==> src/rtl/edge_pulse_pkg.sv <==
// Shared constants and types for the edge_pulse_bank level-to-pulse converter.
// Provides edge-mode codes, the debounce state type and a max helper.
package edge_pulse_pkg;

  localparam int EDGE_RISE = 0;
  localparam int EDGE_FALL = 1;
  localparam int EDGE_BOTH = 2;

  typedef enum logic {
    STABLE   = 1'b0,
    COUNTING = 1'b1
  } db_state_e;

  function automatic int max2(input int a, input int b);
    return (a > b) ? a : b;
  endfunction

endpackage

==> src/rtl/edge_pulse_bank_debounce_ch.sv <==
// One channel: synchroniser -> debounce FSM -> pulse register (+ auto-repeat
// when EDGE_PULSE_BANK_AUTO_REPEAT_EN is defined and EDGE_MODE is rising).
// Ports: clk_i, rst_i (async high), lev_i raw level, level_o, pulse_o.
module debounce_ch
  import edge_pulse_pkg::*;
#(
  parameter int SYNC_STAGES     = 2,
  parameter int DEBOUNCE_CYCLES = 650000,
  parameter int EDGE_MODE       = EDGE_RISE,
  parameter int REPEAT_DELAY    = 32500000,
  parameter int REPEAT_PERIOD   = 6500000
) (
  input  logic clk_i,
  input  logic rst_i,
  input  logic lev_i,
  output logic level_o,
  output logic pulse_o
);

  localparam int CW = $clog2(DEBOUNCE_CYCLES + 1);
  localparam logic [CW-1:0] TERM = CW'(DEBOUNCE_CYCLES - 1);

  logic [SYNC_STAGES-1:0] sync_q;
  logic                   sync;
  db_state_e              state_q, state_d;
  logic [CW-1:0]          cnt_q, cnt_d;
  logic                   level_q, level_d;
  logic                   pulse_q, pulse_d;
  logic                   accept;
  logic                   edge_hit;
  logic                   rep_fire;

  assign sync = sync_q[SYNC_STAGES-1];

  // A terminal count of zero (DEBOUNCE_CYCLES == 1) lets STABLE accept
  // directly on the first mismatch cycle.
  always_comb begin
    state_d = state_q;
    cnt_d   = cnt_q;
    level_d = level_q;
    accept  = 1'b0;
    unique case (state_q)
      STABLE: begin
        if (sync != level_q) begin
          if (cnt_q == TERM) begin
            level_d = sync;
            accept  = 1'b1;
          end else begin
            state_d = COUNTING;
            cnt_d   = cnt_q + 1'b1;
          end
        end
      end
      COUNTING: begin
        if (sync == level_q) begin
          state_d = STABLE;
          cnt_d   = '0;
        end else if (cnt_q == TERM) begin
          state_d = STABLE;
          cnt_d   = '0;
          level_d = sync;
          accept  = 1'b1;
        end else begin
          cnt_d = cnt_q + 1'b1;
        end
      end
    endcase
  end

  always_comb begin
    edge_hit = 1'b0;
    unique case (1'b1)
      (EDGE_MODE == EDGE_BOTH): edge_hit = accept;
      (EDGE_MODE == EDGE_FALL): edge_hit = accept & ~sync;
      default:                  edge_hit = accept & sync;
    endcase
  end

`ifdef EDGE_PULSE_BANK_AUTO_REPEAT_EN
  if (EDGE_MODE == EDGE_RISE) begin : g_rep
    localparam int RW = $clog2(max2(REPEAT_DELAY, REPEAT_PERIOD) + 1);
    localparam logic [RW-1:0] DLY_T = RW'(REPEAT_DELAY - 1);
    localparam logic [RW-1:0] PER_T = RW'(REPEAT_PERIOD - 1);

    logic [RW-1:0] rep_cnt_q, rep_cnt_d;
    logic          first_q, first_d;

    // Any accepted edge restarts or stops the repeat timer, so a repeat
    // never lands on a press pulse or on the release.
    always_comb begin
      rep_cnt_d = '0;
      first_d   = 1'b1;
      rep_fire  = 1'b0;
      if (!accept && level_q) begin
        if (rep_cnt_q == (first_q ? DLY_T : PER_T)) begin
          rep_fire = 1'b1;
          first_d  = 1'b0;
        end else begin
          rep_cnt_d = rep_cnt_q + 1'b1;
          first_d   = first_q;
        end
      end
    end

    always_ff @(posedge clk_i or posedge rst_i) begin
      if (rst_i) begin
        rep_cnt_q <= '0;
        first_q   <= 1'b1;
      end else begin
        rep_cnt_q <= rep_cnt_d;
        first_q   <= first_d;
      end
    end
  end else begin : g_norep
    assign rep_fire = 1'b0;
  end
`else
  assign rep_fire = 1'b0;
`endif

  assign pulse_d = edge_hit | rep_fire;

  always_ff @(posedge clk_i or posedge rst_i) begin
    if (rst_i) begin
      sync_q  <= '0;
      state_q <= STABLE;
      cnt_q   <= '0;
      level_q <= 1'b0;
      pulse_q <= 1'b0;
    end else begin
      sync_q  <= {sync_q[SYNC_STAGES-2:0], lev_i};
      state_q <= state_d;
      cnt_q   <= cnt_d;
      level_q <= level_d;
      pulse_q <= pulse_d;
    end
  end

  assign level_o = level_q;
  assign pulse_o = pulse_q;

endmodule

==> src/rtl/edge_pulse_bank.sv <==
// Multi-channel debounced level-to-pulse bank; optional auto-repeat via
// EDGE_PULSE_BANK_AUTO_REPEAT_EN. Ports: clock, reset, lev, level, pulse, any_pulse.
module edge_pulse_bank
  import edge_pulse_pkg::*;
#(
  parameter int N_CH            = 4,
  parameter int SYNC_STAGES     = 2,
  parameter int DEBOUNCE_CYCLES = 650000,
  parameter int EDGE_MODE       = EDGE_RISE,
  parameter int REPEAT_DELAY    = 32500000,
  parameter int REPEAT_PERIOD   = 6500000
) (
  input  logic            clock,
  input  logic            reset,
  input  logic [N_CH-1:0] lev,
  output logic [N_CH-1:0] level,
  output logic [N_CH-1:0] pulse,
  output logic            any_pulse
);

  for (genvar i = 0; i < N_CH; i++) begin : g_ch
    debounce_ch #(
      .SYNC_STAGES    (SYNC_STAGES),
      .DEBOUNCE_CYCLES(DEBOUNCE_CYCLES),
      .EDGE_MODE      (EDGE_MODE),
      .REPEAT_DELAY   (REPEAT_DELAY),
      .REPEAT_PERIOD  (REPEAT_PERIOD)
    ) u_ch (
      .clk_i  (clock),
      .rst_i  (reset),
      .lev_i  (lev[i]),
      .level_o(level[i]),
      .pulse_o(pulse[i])
    );
  end

  assign any_pulse = |pulse;

endmodule

==> config.mk <==
export PLATFORM = sky130hd
export DESIGN_NAME = edge_pulse_bank
export DESIGN_NICKNAME = d
export VERILOG_FILES = /design/src/rtl/edge_pulse_pkg.sv /design/src/rtl/edge_pulse_bank_debounce_ch.sv /design/src/rtl/edge_pulse_bank.sv
export SDC_FILE = /design/constraint.sdc
export NUM_CORES = 1
export LEC_CHECK = 0
export ABC_AREA = 1
export CORE_UTILIZATION = 30
export CTS_CLUSTER_SIZE = 14
export DETAILED_ROUTE_END_ITERATION = 10
export GPL_ROUTABILITY_DRIVEN = 0
export PLACE_DENSITY = 0.45
export SLEW_MARGIN = 10
export SYNTH_ARGS = -nofsm -noshare
export SYNTH_HDL_FRONTEND = slang
export SYNTH_SLANG_ARGS = --single-unit
==> constraint.sdc <==
create_clock -name clock -period 8.8 [get_ports clock]
set_clock_uncertainty 0.05 [all_clocks]
set_input_delay 0.88 -clock clock [delete_from_list [all_inputs] [get_ports clock]]
set_output_delay 0.88 -clock clock [all_outputs]
set_load 0.005 [all_outputs]
==> out/results.tsv, run 1 <==
stage	metric	value	unit
run_status	status	finished, final reports clean	
logic_synthesis	synth-edff-count	0	
logic_synthesis	synth_area_leaders	dfrtp_1 (41%), nand2_1 (19%), nand3_1 (12%)	
routing	drt_iter0_markers	277	
worst_setup_path	crit_chain	or4_1 -> clkdlybuf4s50_1	
sta	relSlewSlack	38.0	%
routing	viasPerCell	4.54	
pwr	p_leak	3.28	nW
finish	layout.nets	888	
floorplan	die_w	144	um
routing	antenna_left	0	
worst_setup_path	critPathTopFamily	simple AND/OR/NAND/NOR gates	
worst_setup_path	critPathSlowestCell	or4_1	
sta	period_minus_slack	2.61	ns
worst_setup_path	start_kind	flip-flop	
logic_synthesis	synth_async_sr_flop_share	100	%
clock_tree	cts_buffer_depth	2	
grt	grt_antenna_before_repair	0	
logic_synthesis	synth_mux_area_share	0	%
worst_setup_path	crit_arrival	1.68	ns
logic_synthesis	synthSimpleGateAreaFrac	42.1	%
logic_synthesis	ys_types	28	
worst_setup_path	slowest_delay	0.51	ns
sta	setup_violations	0	
sta	tns	0	ns
placed_design	portBuffers	14	
sta	rsz0062_at_grt	false	
worst_hold_path	hold_path_class	reg2reg	
routing	wl_per_cell	12.7	um
grt	grt_use_total	15.6	%
logic_synthesis	synth_xor_area_share	6.14	%
routing	wl	14600	um
grt	grt_overflow	0	
placed_design	hpwlAfterDp	10200	um
clock_tree	cts_resized	0	
clock_tree	cts_made_buffers	9	
clock_tree	cts_max_level	3	
floorplan	die_h	144	um
routing	drc	0	
finish	drive_gt1_share	4.08	%
floorplan	io_pins	15	
floorplan	start_util	31.0	%
worst_setup_path	end_kind	output port	
grt	grt_max_degree	67	
finish	syn_to_final_growth	10.1	%
clock_tree	cts_hold_buf	0	
pwr	pwr_density_cell	150	nW/um2
worst_setup_path	path_class	reg2out	
pwr	p_total	1.00	mW
sta	hold_violations	0	
clock_tree	cts_tree	yes	
logic_synthesis	seq_area_frac_synth	41.1	%
sta	max_slew.worst_pin.slew	0.927	ns
worst_setup_path	cp_num_buf_inv	1	
logic_synthesis	avgSynthCellArea	6.87	um2
sta	final-max-slew-violation-count	0	
logic_synthesis	synth-compound-area-share	1.44	%
logic_synthesis	netlist_instances	886	
sta	min_period_over_period	29.7	%
logic_synthesis	netlist_area	6090	um2
logic_synthesis	yosys_warnings	0	
logic_synthesis	synth_top_area_cell	dfrtp_1	
placed_design	dpl.cell_count	1132	
sta	hold_ws	0.304	ns
clock_tree	clk_latency	0.35	ns
pwr	peakVddDrop	0.0969	mV
sta	max_freq	382	MHz
worst_setup_path	cp_max_fo	2	
floorplan	num_rows	51	
logic_synthesis	synth_top_family_by_area	simple AND/OR/NAND/NOR gates	
worst_setup_path	cp.required	7.87	ns
clock_tree	clk_pin_slew	0.07	ns
logic_synthesis	ys_seq_elements	100	
routing	num_vias	5213	
clock_tree	root_buffer	clkbuf_16	
finish	layoutNonFillerInstCount	1147	
grt	grt_pass1_wl	25500	um
finish	n_antenna_cell	0	
floorplan	dieArea	20900	um2
grt	grt_pass1_vias	5096	
logic_synthesis	netlist_top_cells_count	nand2_1 (311), nand3_1 (151), nor2_1 (109)	
clock_tree	postCtsSetupRepairBufs	0	
logic_synthesis	yosysMostFrequentCell	nand2_1	
logic_synthesis	synth_ff_type	dfrtp_1	
logic_synthesis	synthAdderAreaFrac	0.822	%
logic_synthesis	synth.net_count	896	
clock_tree	cts_sinks	100	
job	maxCapViolations	0	
floorplan	fp.coreArea	19700	um2
routing	firstDrtPassIters	5	
logic_synthesis	netlist.area_leader.share	41.1	%
==> kinds of logic after synthesis <==
logic type                 Yosys count
AOI/OAI and AO/OA                   17
and+or+nand+nor                    607
DFF                                100
buffers and inverters              117
adders and majority gates            4
xor gates and xnor gates            41
==> placed cells by master (no fill, tap or decap), drive strengths merged, types with 2 or more instances in the layout <==
cell type | synthesis | layout
nand2 | 311 | 311
clkdlybuf4s50 | 0 | 14
ha | 4 | 4
xnor2 | 26 | 26
nor3 | 7 | 7
bufinv | 0 | 3
clkinv | 3 | 4
nand4 | 10 | 10
clkbuf | 10 | 11
nand3 | 151 | 151
dfrtp | 100 | 100
inv | 80 | 80
nand3b | 7 | 7
o21ai | 16 | 16
nor2 | 111 | 111
and2 | 2 | 2
or2 | 6 | 6
xor2 | 15 | 15
==> worst reg2reg max path, delay by kind of cell, from the launching register on <==
kind	cells	cell delay [ns]
buf+inv	1	0.29
fa+ha+maj	1	0.20
simple gates	6	1.29
flops	1	0.39
==> layer usage <==
| layer | GRT usage (%) | share of wire [%] |
|---|---|---|
| met5 | 0 | 0 |
| met4 | 5.04 | 1.4 |
| met3 | 2.81 | 2.6 |
| met2 | 24.6 | 44 |
| met1 | 21.5 | 52 |
==> stage by stage <==
stage | cell area [um2] | worst slack [ns] | util, %
CTS | 6700 | 6.15 | 34.1
global route | 6700 | 6.09 | 34.1
floorplan | 6090 | 5.25 | -
detailed placement | 6370 | 6.13 | 32.4
global placement | 6370 | 6.14 | 32.4
finish | 6700 | 6.19 | 34.1
==> cell type report <==
cell class                 instances  area, um2
fill                            2172      13000
multi-input combinational        669       3080
sequential                       100       2500
tap                              265        332
inverter                          83        314
clock buffer                      11        233
timing repair buffer              15        148
clock inverter                     4       98.8
==> state kept, by name, indices dropped and copies added (netlist names) <==
signal	flops
g_ch.u_ch.cnt_q	80
g_ch.u_ch.sync_q	8
g_ch.u_ch.level_o	4
g_ch.u_ch.pulse_o	4
g_ch.u_ch.state_q	4
==> worst paths after layout <==
kind | end | start | cells after the start | slack [ns]
worst max-delay path | any_pulse | g_ch[1].u_ch.pulse_o | 2 | 6.19
worst min-delay path | g_ch[2].u_ch.sync_q[1] | g_ch[2].u_ch.sync_q[0] | 0 | 0.30
worst max register to register | g_ch[1].u_ch.cnt_q[11] | g_ch[1].u_ch.cnt_q[0] | 8 | 6.48
worst min register to register | g_ch[2].u_ch.sync_q[1] | g_ch[2].u_ch.sync_q[0] | 0 | 0.30
max in group asynchronous | g_ch[1].u_ch.cnt_q[10] | reset | 3 | 6.66
min in group asynchronous | g_ch[2].u_ch.state_q | reset | 2 | 0.84
==> power breakdown <==
group          switching, mW  internal [mW]  leakage (nW)
sequential            0.0141          0.474          1.36
clock                  0.177          0.277         0.160
combinational         0.0421         0.0188          1.77
Note: power is estimated with default switching activity, not from simulation.
==> inputs of run 2 (changes only) <==
==> constraint.sdc (replaced) <==
create_clock -name clock -period 2.7 [get_ports clock]
set_clock_uncertainty 0.05 [all_clocks]
set_input_delay 0.27 -clock clock [delete_from_list [all_inputs] [get_ports clock]]
set_output_delay 0.27 -clock clock [all_outputs]
set_load 0.005 [all_outputs]
==> run 2 against run 1 <==
Effect of this change:
- combinational power rose to 3.5 times the previous value
- sequential power rose to 3.3 times the previous value
- first-iteration DRC count rose by 1.4%
- via count rose by 1.1%
- register-to-register slack got worse by 5.8 ns
- clock power rose to 2.9 times the previous value
- die area did not move
- wire length fell by 0.45%
- sequential share of layout area fell by 0.33 points
- global-route usage fell by 0.34 points
- utilization rose by 0.31 points
==> out/results.tsv, run 2 (synthesized netlist as in run 1, its figures left out) <==
stage	metric	value	unit
sta	max_slew.worst_pin.slew	0.701	ns
worst_setup_path	r2r_end	g_ch[1].u_ch.cnt_q[14]	
finish	seqCellArea	2500	um2
sta	hold_ws	0.296	ns
finish	drive_gt1_share	5.37	%
sta	max_freq	479	MHz
pwr	pwr_density_cell	462	nW/um2
worst_setup_path	rrSetupSlack	0.72	ns
routing	wl	14600	um
floorplan	dieArea	20900	um2
sta	setup_violations	0	
finish	layout.nets	899	
worst_setup_path	crit_end	any_pulse	
routing	drt_iter0_markers	281	
finish	final_common_cell	nand2_1	
worst_hold_path	min_from	lev[0]	
clock_tree	cts_tree	yes	
clock_tree	root_buffer	clkbuf_16	
routing	firstDrtPassIters	5	
run_status	status	finished, final reports clean	
finish	n_antenna_cell	0	
routing	wl_per_cell	12.6	um
finish	reg_top3	g_ch.u_ch.cnt_q: 80 flops, g_ch.u_ch.sync_q: 8 flops	
sta	worst_slack	0.612	ns
finish	layout_common_cells	nand2_1 (311), nand3_1 (151), nor2_1 (109), dfrtp_1 (100), inv_1 (68)	
routing	antenna_left	0	
worst_hold_path	hold_path_class	in2reg	
grt	grt_overflow	0	
grt	grt_pass1_vias	4914	
clock_tree	cts_buffer_depth	2	
placed_design	portBuffers	14	
clock_tree	cts_sinks	100	
placed_design	hpwlAfterDp	10400	um
worst_setup_path	crit_arrival	1.77	ns
worst_setup_path	end_kind	output port	
routing	drc	0	
floorplan	io_pins	15	
clock_tree	cts_max_level	3	
routing	num_vias	5269	
routing	viasPerCell	4.55	
sta	min_period_over_period	77.3	%
sta	tns	0	ns
clock_tree	clk_pin_slew	0.07	ns
placed_design	dpl.cell_count	1143	
grt	grt_antenna_before_repair	0	
floorplan	fp.coreArea	19700	um2
floorplan	die_w	144	um
worst_setup_path	crit_chain	or4_1 -> clkdlybuf4s50_1	
clock_tree	cts_made_buffers	9	
sta	period_minus_slack	2.09	ns
sta	relSlewSlack	53.2	%
job	maxCapViolations	0	
floorplan	num_rows	51	
pwr	p_leak	3.31	nW
sta	rsz0062_at_grt	false	
grt	grt_max_degree	32	
floorplan	start_util	31.0	%
finish	largest_reg_flops	80	
finish	syn_to_final_growth	11.1	%
sta	final-max-slew-violation-count	0	
worst_setup_path	crit_start	g_ch[0].u_ch.pulse_o	
pwr	peakVddDrop	0.270	mV
grt	grt_use_total	15.3	%
finish	num-fill-cells	2203	
worst_setup_path	slowest_delay	0.51	ns
floorplan	die_h	144	um
clock_tree	cts_resized	0	
worst_setup_path	path_class	reg2out	
placed_design	post-place-ws	0.687	ns
worst_setup_path	r2r-start	g_ch[1].u_ch.cnt_q[0]	
grt	grt_pass1_wl	24900	um
finish	multi_input_area	3080	um2
clock_tree	clk_latency	0.36	ns
worst_setup_path	r2r_cells	8	
worst_setup_path	start_kind	flip-flop	
finish	max_flop_register	g_ch.u_ch.cnt_q	
worst_setup_path	cp.required	2.38	ns
clock_tree	postCtsSetupRepairBufs	0	
worst_setup_path	critPathSlowestCell	or4_1	
clock_tree	cts_hold_buf	0	
finish	layoutNonFillerInstCount	1159	
finish	final_util	34.4	%
sta	hold_violations	0	
worst_setup_path	cp_max_fo	2	
==> run 2: cell types whose count changed in the layout (fill, tap and decap cells not counted) <==
cell / change
bufinv_16: -2
buf_4: +10
buf_12: +1
clkinvlp_4: +3
inv_4: -1
clkinv_4: +1
==> run 2: critical path, delay by kind of cell, from the launching register on <==
family	cells	cell delay (ns)
simple gates	1	0.51
buf+inv	1	0.46
flops	1	0.45
==> run 2: per-stage QoR <==
stage	area [um2]	power, mW
after global routing	6760	3.28
after global placement	6470	1.84
after detailed placement	6470	1.84
after CTS	6760	3.20
final	6760	3.12
after floorplan	6090	1.77
==> run 2: final cells by class <==
type | instances | area share, %
sequential | 100 | 37.0
multi-input combinational | 669 | 45.5
tap | 265 | 4.90
clock inverter | 5 | 0.925
inverter | 83 | 4.66
timing repair buffer | 26 | 3.59
clock buffer | 11 | 3.44
==> run 2: worst min-delay path by stage <==
stage	to	slack, ns	cells after the start
finish	g_ch[0].u_ch.sync_q[0]	0.30	1
CTS	g_ch[2].u_ch.sync_q[0]	0.28	1
floorplan	g_ch[0].u_ch.sync_q[0]	0.25	0
global placement	g_ch[0].u_ch.sync_q[1]	0.28	0
detailed placement	g_ch[0].u_ch.sync_q[1]	0.29	0
global route	g_ch[3].u_ch.sync_q[0]	0.29	1
==> run 2: metal layers <==
layer | vias up | routed length, um | track usage (%)
met5 | - | 0 | 0
met4 | 0 | 160 | 4.16
met3 | 12 | 364 | 2.88
met2 | 55 | 6660 | 24.2
met1 | 2417 | 7370 | 21.2
li1 | 2785 | - | -
==> run 2: report_power, final <==
group	leakage (nW)	internal, mW	total, mW	switching [mW]
clock network	0.136	0.723	1.32	0.598
logic	1.82	0.0733	0.213	0.140
registers	1.36	1.54	1.59	0.0456
==> inputs of run 3 (changes only) <==
--- a/config.mk
+++ b/config.mk
@@ -10,7 +10,7 @@
 export CTS_CLUSTER_SIZE = 14
 export DETAILED_ROUTE_END_ITERATION = 10
 export GPL_ROUTABILITY_DRIVEN = 0
-export PLACE_DENSITY = 0.45
+export PLACE_DENSITY = 0.46
 export SLEW_MARGIN = 10
 export SYNTH_ARGS = -nofsm -noshare
 export SYNTH_HDL_FRONTEND = slang
==> constraint.sdc (replaced) <==
create_clock -name clock -period 1.9 [get_ports clock]
set_clock_uncertainty 0.05 [all_clocks]
set_input_delay 0.19 -clock clock [delete_from_list [all_inputs] [get_ports clock]]
set_output_delay 0.19 -clock clock [all_outputs]
set_load 0.005 [all_outputs]
==> run 3 against run 2 <==
Effect of this change:
- sequential share of layout area is 0.43 points lower
- critical path depth did not move
- non-clock buffer count increased by 8
- final cell count increased by 0.52%
- worst setup slack got worse by 0.44 ns
- die area stayed put
- clock-buffer cell count down 1
- via count is 0.68% higher
- utilization rose by 0.40 points
- highest routed layer unchanged
==> out/results.tsv, run 3 (synthesized netlist as in run 1, its figures left out) <==
stage	metric	value	unit
finish	n_antenna_cell	0	
sta	rsz0062_at_grt	false	
clock_tree	clk_latency	0.35	ns
pwr	pwr-share-seq	50.8	%
finish	syn_to_final_growth	12.4	%
pwr	peakVddDrop	0.447	mV
sta	max_slew.worst_pin.slew	0.669	ns
routing	firstDrtPassIters	5	
pwr	p_sw	1.10	mW
clock_tree	cts_buffer_depth	2	
grt	grt_pass1_vias	4924	
finish	layout.nets	907	
sta	hold_violations	0	
placed_design	dpl.cell_count	1151	
pwr	intPower	3.35	mW
routing	wl_met3	369	um
finish	layout_common_cells	nand2_1 (311), nand3_1 (151), nor2_1 (109), dfrtp_1 (100), inv_1 (68)	
finish	final_common_cell	nand2_1	
floorplan	io_pins	15	
floorplan	start_util	31.0	%
placed_design	post-place-ws	0.225	ns
worst_setup_path	crit_arrival	1.48	ns
sta	final-max-slew-violation-count	0	
clock_tree	cts_tree	yes	
pwr	pwr_density_cell	650	nW/um2
clock_tree	cts_max_level	3	
sta	setup_violations	0	
worst_setup_path	end_kind	output port	
pwr	clkPwrFrac	42.2	%
sta	min_period_over_period	90.8	%
sta	worst_slack	0.175	ns
pwr	combPwrFrac	7.1	%
sta	hold_ws	0.137	ns
pwr	p_leak	3.37	nW
clock_tree	clk_pin_slew	0.07	ns
placed_design	portBuffers	14	
finish	fin_area	6840	um2
finish	largest_reg_flops	80	
clock_tree	root_buffer	clkbuf_16	
routing	wl_per_cell	12.3	um
routing	met1_length	7430	um
placed_design	hpwlAfterDp	10300	um
grt	grt_antenna_before_repair	1	
finish	drive_gt1_share	6.22	%
routing	drc	0	
finish	layoutNonFillerInstCount	1165	
clock_tree	cts_made_buffers	9	
worst_setup_path	cp_max_fo	2	
job	maxCapViolations	0	
placed_design	post_dp_cell_area	6550	um2
sta	relSlewSlack	55.3	%
routing	antenna_left	0	
grt	grt_max_degree	39	
routing	wl	14300	um
worst_hold_path	hold_path_class	in2async	
grt	grt_overflow	0	
clock_tree	cts_sinks	100	
grt	grt_pass1_wl	24800	um
sta	max_freq	580	MHz
routing	wl_met2	6340	um
floorplan	die_w	144	um
sta	tns	0	ns
finish	max_flop_register	g_ch.u_ch.cnt_q	
worst_setup_path	start_kind	flip-flop	
routing	viasPerCell	4.55	
routing	num_vias	5305	
floorplan	num_rows	51	
worst_setup_path	path_class	reg2out	
routing	top_layer_used	met4	
finish	reg_top3	g_ch.u_ch.cnt_q: 80 flops, g_ch.u_ch.sync_q: 8 flops	
routing	drt_iter0_markers	369	
worst_setup_path	cp.required	1.66	ns
floorplan	dieArea	20900	um2
run_status	status	finished, final reports clean	
pwr	p_sw_share	24.6	%
floorplan	fp.coreArea	19700	um2
clock_tree	postCtsSetupRepairBufs	0	
floorplan	die_h	144	um
sta	period_minus_slack	1.72	ns
grt	grt_use_total	15.2	%
[run 3: cell types whose count changed in the layout (fill, tap and decap cells not counted)]
cell	previous run	this run
buf_12	1	3
buf_4	11	17
clkbuf_1	2	0
clkbuf_8	0	1
clkdlybuf4s50_1	14	13
clkinv_2	0	1
clkinv_4	2	1
clkinvlp_4	3	2
dlygate4sd2_1	0	1
[run 3: timing repair]
action / 4_1_cts / 5_1_grt
hold buffers: 0 / 0
gates resized for setup: 1 / 0
endpoints found under the setup margin: 1 / 0
endpoints found under the hold margin: 0 / 0
[run 3: worst max-delay path: stages (launching register included)]
cell and delay [ns]:
dfrtp_1 0.39, or4_1 0.48, dlygate4sd2_1 0.27
[run 3: worst paths after layout]
| check | depth (start not counted) | startpoint | to | slack (ns) |
|---|---|---|---|---|
| min in group clock | 1 | lev[3] | g_ch[3].u_ch.sync_q[0] | 0.22 |
| worst min register to register | 0 | g_ch[3].u_ch.sync_q[0] | g_ch[3].u_ch.sync_q[1] | 0.30 |
| worst min-delay path | 2 | reset | g_ch[0].u_ch.sync_q[0] | 0.14 |
| worst max-delay path | 2 | g_ch[0].u_ch.pulse_o | any_pulse | 0.18 |
| worst max register to register | 8 | g_ch[1].u_ch.cnt_q[0] | g_ch[1].u_ch.cnt_q[12] | 0.23 |
| max in group asynchronous | 3 | reset | g_ch[2].u_ch.cnt_q[7] | 1.11 |
[run 3: through the flow]
step / power (mW) / util, %
floorplan: 2.51 / -
global placement: 2.63 / 33.3
detailed placement: 2.62 / 33.3
CTS: 4.54 / 34.8
global route: 4.67 / 34.8
finish: 4.45 / 34.8
[run 3: layout make-up]
type / count / area, um2
clock inverters: 4 / 51.3
clock buffers: 10 / 239
inverters: 83 / 315
flip-flops and latches: 100 / 2500
well taps: 265 / 332
fillers: 2153 / 12800
multi-input cells: 669 / 3080
repair buffers: 34 / 327
[run 3: routing by layer]
layer	track usage, %	vias up
met5	0	-
met4	5.48	0
met2	23.4	72
li1	-	2791
met3	1.89	11
met1	21.6	2431
[run 3: power groups by stage]
stage               Clock, mW  Combinational [mW]  Sequential (mW)
global route             2.03               0.367             2.27
floorplan                   0               0.227             2.28
CTS                      1.95               0.325             2.26
detailed placement          0               0.325             2.30
finish                   1.88               0.315             2.26
global placement            0               0.326             2.30
